[config.mk]
export PLATFORM = sky130hd
export DESIGN_NAME = add_share_arbiter
export DESIGN_NICKNAME = d
export VERILOG_FILES = /design/src/rtl/add_arb_pkg.sv /design/src/rtl/add_share_arbiter_add.sv /design/src/rtl/add_share_arbiter_rr_pick.sv /design/src/rtl/add_share_arbiter.sv
export SDC_FILE = /design/constraint.sdc
export NUM_CORES = 1
export LEC_CHECK = 0
export BUFFER_PORTS_ARGS = -buffer_cell sky130_fd_sc_hd__buf_2
export CORE_AREA = 2 2 124 126
export DETAILED_ROUTE_END_ITERATION = 12
export DIE_AREA = 0 0 126 128
export PLACE_DENSITY = 0.8
export SYNTH_ARGS = -nofsm -noshare
export SYNTH_HDL_FRONTEND = slang
export SYNTH_HIERARCHICAL = 1
export SYNTH_SLANG_ARGS = --single-unit
[constraint.sdc]
create_clock -name clk -period 5.3 [get_ports clk]
set_input_delay 1.06 -clock clk [delete_from_list [all_inputs] [get_ports clk]]
set_output_delay 1.06 -clock clk [all_outputs]
set_load 0.01 [all_outputs]
[src/rtl/add_arb_pkg.sv]
// Shared definitions for the round-robin adder-sharing arbiter.
// Latency: n/a (types, constants and a pure helper function only).
// Backpressure: n/a.
package add_arb_pkg;

  localparam int DATA_W = 32;

  typedef enum logic {
    ST_EMPTY = 1'b0,
    ST_FULL  = 1'b1
  } state_t;

  // Pointer advance with an explicit wrap, so non-power-of-two port counts
  // never leave the pointer on an unused code.
  function automatic int rr_next(input int ptr, input int n);
    return (ptr + 1 >= n) ? 0 : ptr + 1;
  endfunction

endpackage

[src/rtl/add_share_arbiter_add.sv]
// Add: 32-bit adder built from 4-bit carry-lookahead groups chained by group carry.
// Latency: purely combinational.
// Backpressure: none; the carry-out of the top group is dropped (mod 2^32 result).
module Add
  import add_arb_pkg::*;
(
  input  logic [DATA_W-1:0] a,
  input  logic [DATA_W-1:0] b,
  output logic [DATA_W-1:0] sum
);

  logic [DATA_W-1:0] g;
  logic [DATA_W-1:0] p;
  logic [3:0]        gb;
  logic [3:0]        pb;
  logic              cin;
  logic              c1;
  logic              c2;
  logic              c3;
  logic              c4;

  assign g = a & b;
  assign p = a ^ b;

  always_comb begin
    sum = '0;
    gb  = '0;
    pb  = '0;
    cin = 1'b0;
    c1  = 1'b0;
    c2  = 1'b0;
    c3  = 1'b0;
    c4  = 1'b0;
    for (int k = 0; k < DATA_W / 4; k++) begin
      gb = g[4*k +: 4];
      pb = p[4*k +: 4];
      // Every carry inside the group is a flat two-level term of the group input carry.
      c1 = gb[0] | (pb[0] & cin);
      c2 = gb[1] | (pb[1] & gb[0]) | (&pb[1:0] & cin);
      c3 = gb[2] | (pb[2] & gb[1]) | (&pb[2:1] & gb[0]) | (&pb[2:0] & cin);
      c4 = gb[3] | (pb[3] & gb[2]) | (&pb[3:2] & gb[1]) | (&pb[3:1] & gb[0])
         | (&pb[3:0] & cin);
      sum[4*k +: 4] = pb ^ {c3, c2, c1, cin};
      cin = c4;
    end
  end

endmodule

[src/rtl/add_share_arbiter_rr_pick.sv]
// rr_pick: selects the first set request at or above ptr, wrapping NREQ-1 -> 0.
// Latency: purely combinational.
// Backpressure: none; gating by the consumer is done by the caller.
module rr_pick #(
  parameter  int NREQ = 4,
  localparam int ID_W = $clog2(NREQ)
) (
  input  logic [NREQ-1:0] req,
  input  logic [ID_W-1:0] ptr,
  output logic [NREQ-1:0] gnt,
  output logic [ID_W-1:0] gnt_idx,
  output logic            any
);

  always_comb begin
    gnt     = '0;
    gnt_idx = '0;
    any     = 1'b0;
    for (int i = 0; i < NREQ; i++) begin
      int idx;
      idx = int'(ptr) + i;
      if (idx >= NREQ) idx = idx - NREQ;
      if (!any && req[idx]) begin
        any      = 1'b1;
        gnt[idx] = 1'b1;
        gnt_idx  = ID_W'(idx);
      end
    end
  end

endmodule

[src/rtl/add_share_arbiter.sv]
// add_share_arbiter: NREQ ports share one adder, granted round-robin; sum+id registered.
// Latency: 1 cycle from req_ready/req_valid acceptance to rsp_valid.
// Backpressure: a held response (rsp_ready=0) blocks all grants; throughput 1/cycle otherwise.
// Ports:
//   clk, rst_n            clock, async active-low reset
//   req_valid/req_ready   per-port request handshake (ready is one-hot or zero)
//   req_a, req_b          per-port operands, port i at [32*i +: 32]
//   rsp_valid/rsp_ready   single response handshake; rsp_sum, rsp_id held while stalled
//   grant_cnt             accepted-request counter, wraps at 2^16
module add_share_arbiter
  import add_arb_pkg::*;
#(
  parameter  int NREQ = 4,
  localparam int ID_W = $clog2(NREQ)
) (
  input  logic                   clk,
  input  logic                   rst_n,
  input  logic [NREQ-1:0]        req_valid,
  output logic [NREQ-1:0]        req_ready,
  input  logic [NREQ*DATA_W-1:0] req_a,
  input  logic [NREQ*DATA_W-1:0] req_b,
  output logic                   rsp_valid,
  input  logic                   rsp_ready,
  output logic [DATA_W-1:0]      rsp_sum,
  output logic [ID_W-1:0]        rsp_id,
  output logic [15:0]            grant_cnt
);

  state_t            state;
  state_t            state_nxt;
  logic [ID_W-1:0]   rr_ptr;
  logic [NREQ-1:0]   gnt;
  logic [ID_W-1:0]   gnt_idx;
  logic              any;
  logic              can_accept;
  logic              grant;
  logic [DATA_W-1:0] op_a;
  logic [DATA_W-1:0] op_b;
  logic [DATA_W-1:0] add_sum;

  rr_pick #(.NREQ(NREQ)) u_pick (
    .req     (req_valid),
    .ptr     (rr_ptr),
    .gnt     (gnt),
    .gnt_idx (gnt_idx),
    .any     (any)
  );

  assign op_a = req_a[int'(gnt_idx)*DATA_W +: DATA_W];
  assign op_b = req_b[int'(gnt_idx)*DATA_W +: DATA_W];

  Add u_add (
    .a   (op_a),
    .b   (op_b),
    .sum (add_sum)
  );

  // The response slot frees up in the same cycle the consumer takes it.
  assign can_accept = (state == ST_EMPTY) | rsp_ready;
  assign grant      = can_accept & any;

  // State register.
  always_ff @(posedge clk or negedge rst_n) begin
    if (!rst_n) state <= ST_EMPTY;
    else        state <= state_nxt;
  end

  // Next-state logic.
  always_comb begin
    state_nxt = state;
    case (state)
      ST_EMPTY: if (grant) state_nxt = ST_FULL;
      ST_FULL:  if (rsp_ready && !grant) state_nxt = ST_EMPTY;
      default:  state_nxt = ST_EMPTY;
    endcase
  end

  // Outputs. rst_n gates ready directly so no port sees an acceptance while reset is held.
  always_comb begin
    rsp_valid = (state == ST_FULL);
    req_ready = gnt & {NREQ{can_accept & rst_n}};
  end

  // Response register, pointer and counter advance only on an accepted request.
  always_ff @(posedge clk or negedge rst_n) begin
    if (!rst_n) begin
      rsp_sum   <= '0;
      rsp_id    <= '0;
      rr_ptr    <= '0;
      grant_cnt <= '0;
    end else if (grant) begin
      rsp_sum   <= add_sum;
      rsp_id    <= gnt_idx;
      rr_ptr    <= ID_W'(rr_next(int'(gnt_idx), NREQ));
      grant_cnt <= grant_cnt + 16'd1;
    end
  end

endmodule

==> impl_metrics.py <==
metrics = {
    "timing": {
        "fmax_mhz": 183,
        "slew_headroom_pct": 38.3,
        "fin_ws_ns": -0.155,
        "setup_viol": 4,
        "final.min_clock_period_ns": 5.46,
        "rsz0062_at_grt": "yes",
        "period_share_pct": 103,
        "skew_ns": 0.00422,
        "slew_violations": 0,
        "tightest_slew_ns": 0.926,
        "finalHoldViolations": 0,
        "final.setup.tns_ns": -0.318,
    },
    "floorplanning": {
        "dieArea_um2": 16100,
        "std_cell_rows": 45,
        "core_area_um2": 14900,
        "io_pins": 318,
        "die_y_um": 128,
        "die_x_um": 126,
        "start_util_pct": 36.7,
    },
    "layout": {
        "finalNonFillerCells": 1034,
        "nNetsFinal": 1155,
        "layout_common_cells": "313 x buf_2, 93 x buf_4, 67 x mux4_2",
        "final_common_cell": "buf_2",
        "n_fill_cell": 1268,
        "fin_util_pct": 58.1,
        "area_delta_synth_final_pct": 58.1,
        "layout-drive-gt1-share_pct": 69.4,
    },
    "yosys": {
        "ys_seq_elements": 53,
        "ys.flop_type": "dfrtp_1",
        "postSynthCellCount": 432,
        "synth_top_family_by_area": "multiplexers",
        "synth_fa_ha_area_share_pct": 12.3,
        "yosysWarnings": 6,
        "async_reset_ff_share_pct": 100,
        "synth_enable_flop_cells": 0,
        "synth-xor-area-share_pct": 5.93,
        "synth_area_um2": 5460,
        "syn_area_per_cell_um2": 12.6,
        "synth_cell_types": 56,
        "synth-simple-area-share_pct": 8.98,
        "synth.yosys.seq_area_share_pct": 24.3,
        "synth-compound-area-share_pct": 8.64,
        "synth_fp_nets": 744,
        "muxShareOfSynthArea_pct": 36.3,
    },
    "global_routing": {
        "grt_pass1_vias": 5839,
        "track_usage_pct": 23.3,
        "grt_max_degree": 54,
        "antenna_found_initial": 2,
        "grt_pass1_wl_mm": 29.4,
        "gr-total-overflow": 0,
    },
    "critical_path": {
        "r2r_slack_ns": -0.02,
        "rr_startpoint": "rr_ptr[1]",
        "reg2reg_to": "rsp_sum[28]",
        "required_ns": 5.49,
        "worstPathCellList": "buf_6 > mux4_2 > buf_6 > o21ai_4 > o31ai_4 > buf_6 > buf_16 > buf_4 > mux4_2 > ha_4 > nand4_1 > o211ai_2 > o2111ai_2 > o2111a_1 > or4b_4 > nand2_2 > a21o_1 > fa_2 > mux2_2",
        "critPathMaxStageDelay_ns": 0.58,
        "r2r_cells": 20,
        "cp.arrival_ns": 5.64,
        "cpMostUsedCell": "buf_6",
        "cp-end-kind": "register",
        "cp_max_fo": 6,
        "worstSetupPathType": "input pin to register",
        "start_kind": "input pin",
        "crit_path_top_delay_cell": "mux4_2",
    },
    "hold_path": {
        "worstHoldEndpoint": "grant_cnt[15]",
        "hold_depth": 1,
        "hold_class": "register to register",
        "hp-start": "grant_cnt[15]",
    },
    "routing": {
        "wl_per_cell_um": 18.7,
        "dr.pass1.iters": 4,
        "drc": 0,
        "drt_iter0_drc": 209,
        "num_vias": 5486,
        "ant_nets": 0,
        "viasPerCell": 5.31,
        "routed_wl_mm": 19.3,
    },
    "clock_tree": {
        "hold_buffers": 0,
        "cts-root-buf": "clkbuf_16",
        "insertion_delay_ns": 0.30,
        "clk_pin_slew_worst_paths_ns": 0.08,
        "cts_made_buffers": 5,
        "clkSinkCount": 53,
        "clockBufferDepth": 2,
        "htree_levels": 2,
        "cts_tree": "built",
    },
    "placed_design": {
        "place_inst": 995,
        "hpwl_mm": 15.3,
        "io_buffers": 317,
        "place_congestion": 0.860,
    },
    "run": {
        "max_cap_violations": 0,
    },
    "outcome": {
        "failed_checks": "setup timing",
        "status": "finished with violations",
    },
}
Yosys cell counts (3+ instances only):
cell type / number / area (µm²)
a22oi_1: 9 / 67.6
nand4_1: 3 / 18.8
nor2_1: 13 / 48.8
a21oi_1: 17 / 85.1
ha_1: 41 / 513
mux2_1: 8 / 90.1
clkbuf_1: 3 / 11.3
xnor2_1: 21 / 184
dfrtp_1: 53 / 1330
xor2_1: 16 / 140
mux4_1: 3 / 78.8
nand2_1: 20 / 75.1
fa_1: 8 / 160
nor3_1: 4 / 20.0
o211ai_1: 4 / 30.0
and3_1: 7 / 43.8
o21ai_0: 16 / 80.1
buf_2: 5 / 25.0
o21a_1: 3 / 22.5
inv_1: 12 / 45.0
mux2_2: 30 / 338
a21o_1: 4 / 30.0
and2_1: 4 / 25.0
and4_1: 4 / 35.0
nand2b_1: 7 / 43.8
buf_6: 6 / 67.6
nand3_1: 8 / 40.0
buf_4: 5 / 37.5
mux4_2: 65 / 1460
worst max-delay path by stage:
| stage | start | endpoint | slack [ns] | cells past startpoint |
|---|---|---|---|---|
| 2_1_floorplan | req_valid[2] | rsp_sum[28] | -0.13 | 18 |
| 3_5_place_dp | req_valid[3] | rsp_sum[29] | -0.69 | 18 |
| 6_report | req_valid[3] | rsp_sum[28] | -0.16 | 19 |
| 5_1_grt | req_valid[2] | rsp_sum[28] | -0.29 | 19 |
| 3_3_place_gp | req_valid[3] | rsp_sum[29] | -0.57 | 18 |
| 4_1_cts | req_valid[2] | rsp_sum[28] | -0.12 | 19 |
layer usage:
| metal | global-route usage (%) | routed length, µm | vias to the layer above |
|---|---|---|---|
| met5 | 0 | 0 | - |
| met4 | 7.50 | 570 | 0 |
| met3 | 4.26 | 1080 | 38 |
| met2 | 45.1 | 10500 | 241 |
| met1 | 25.6 | 7200 | 2670 |
| li1 | - | - | 2537 |
registers in the layout, indices dropped and copies added, names as in the netlist:
signal     cells
rsp_sum       32
grant_cnt     16
rsp_valid      1
rsp_id         2
rr_ptr         2
final cells by class:
type	instances	area, µm²	area share, %
Timing Repair Buffer	425	2580	29.9
Sequential cell	53	1330	15.4
Antenna cell	2	5.00	0.0580
Tap cell	188	235	2.72
Inverter	12	45.0	0.522
Multi-Input combinational cell	346	4290	49.7
Clock inverter	3	25.0	0.290
Clock buffer	5	125	1.45
worst max-delay path, delay by kind of cell:
family	cells	cell delay, ns
AO/OA/AOI/OAI	6	1.12
multiplexers	3	1.31
AND/OR/NAND/NOR	3	0.71
buffers and inverters	5	0.69
adder cells (fa/ha/maj)	2	0.71
timing repair:
action | in CTS | in global routing
gates resized for setup | 26 | 37
cloned | 3 | 0
setup buffers | 15 | 12
setup endpoints to repair | 13 | 13
pin swaps | 10 | 16
through the flow:
step,setup slack (ns),hold WS (ns),cell area [µm²]
3_5_place_dp,-0.690,0.464,7880
6_report,-0.155,0.476,8630
4_1_cts,-0.118,0.479,8340
3_3_place_gp,-0.568,0.461,7880
5_1_grt,-0.290,0.506,8630
2_1_floorplan,-0.135,0.508,5620
cells by family after synthesis:
family          Yosys count
compound gates           71
flops                    53
buf+inv                  33
xor+xnor                 37
simple gates             82
fa+ha+maj                49
mux                     107
Power is left out: the tool's default activity adds up to more than one toggle a clock period on the data nets, which glitch-free logic cannot reach.
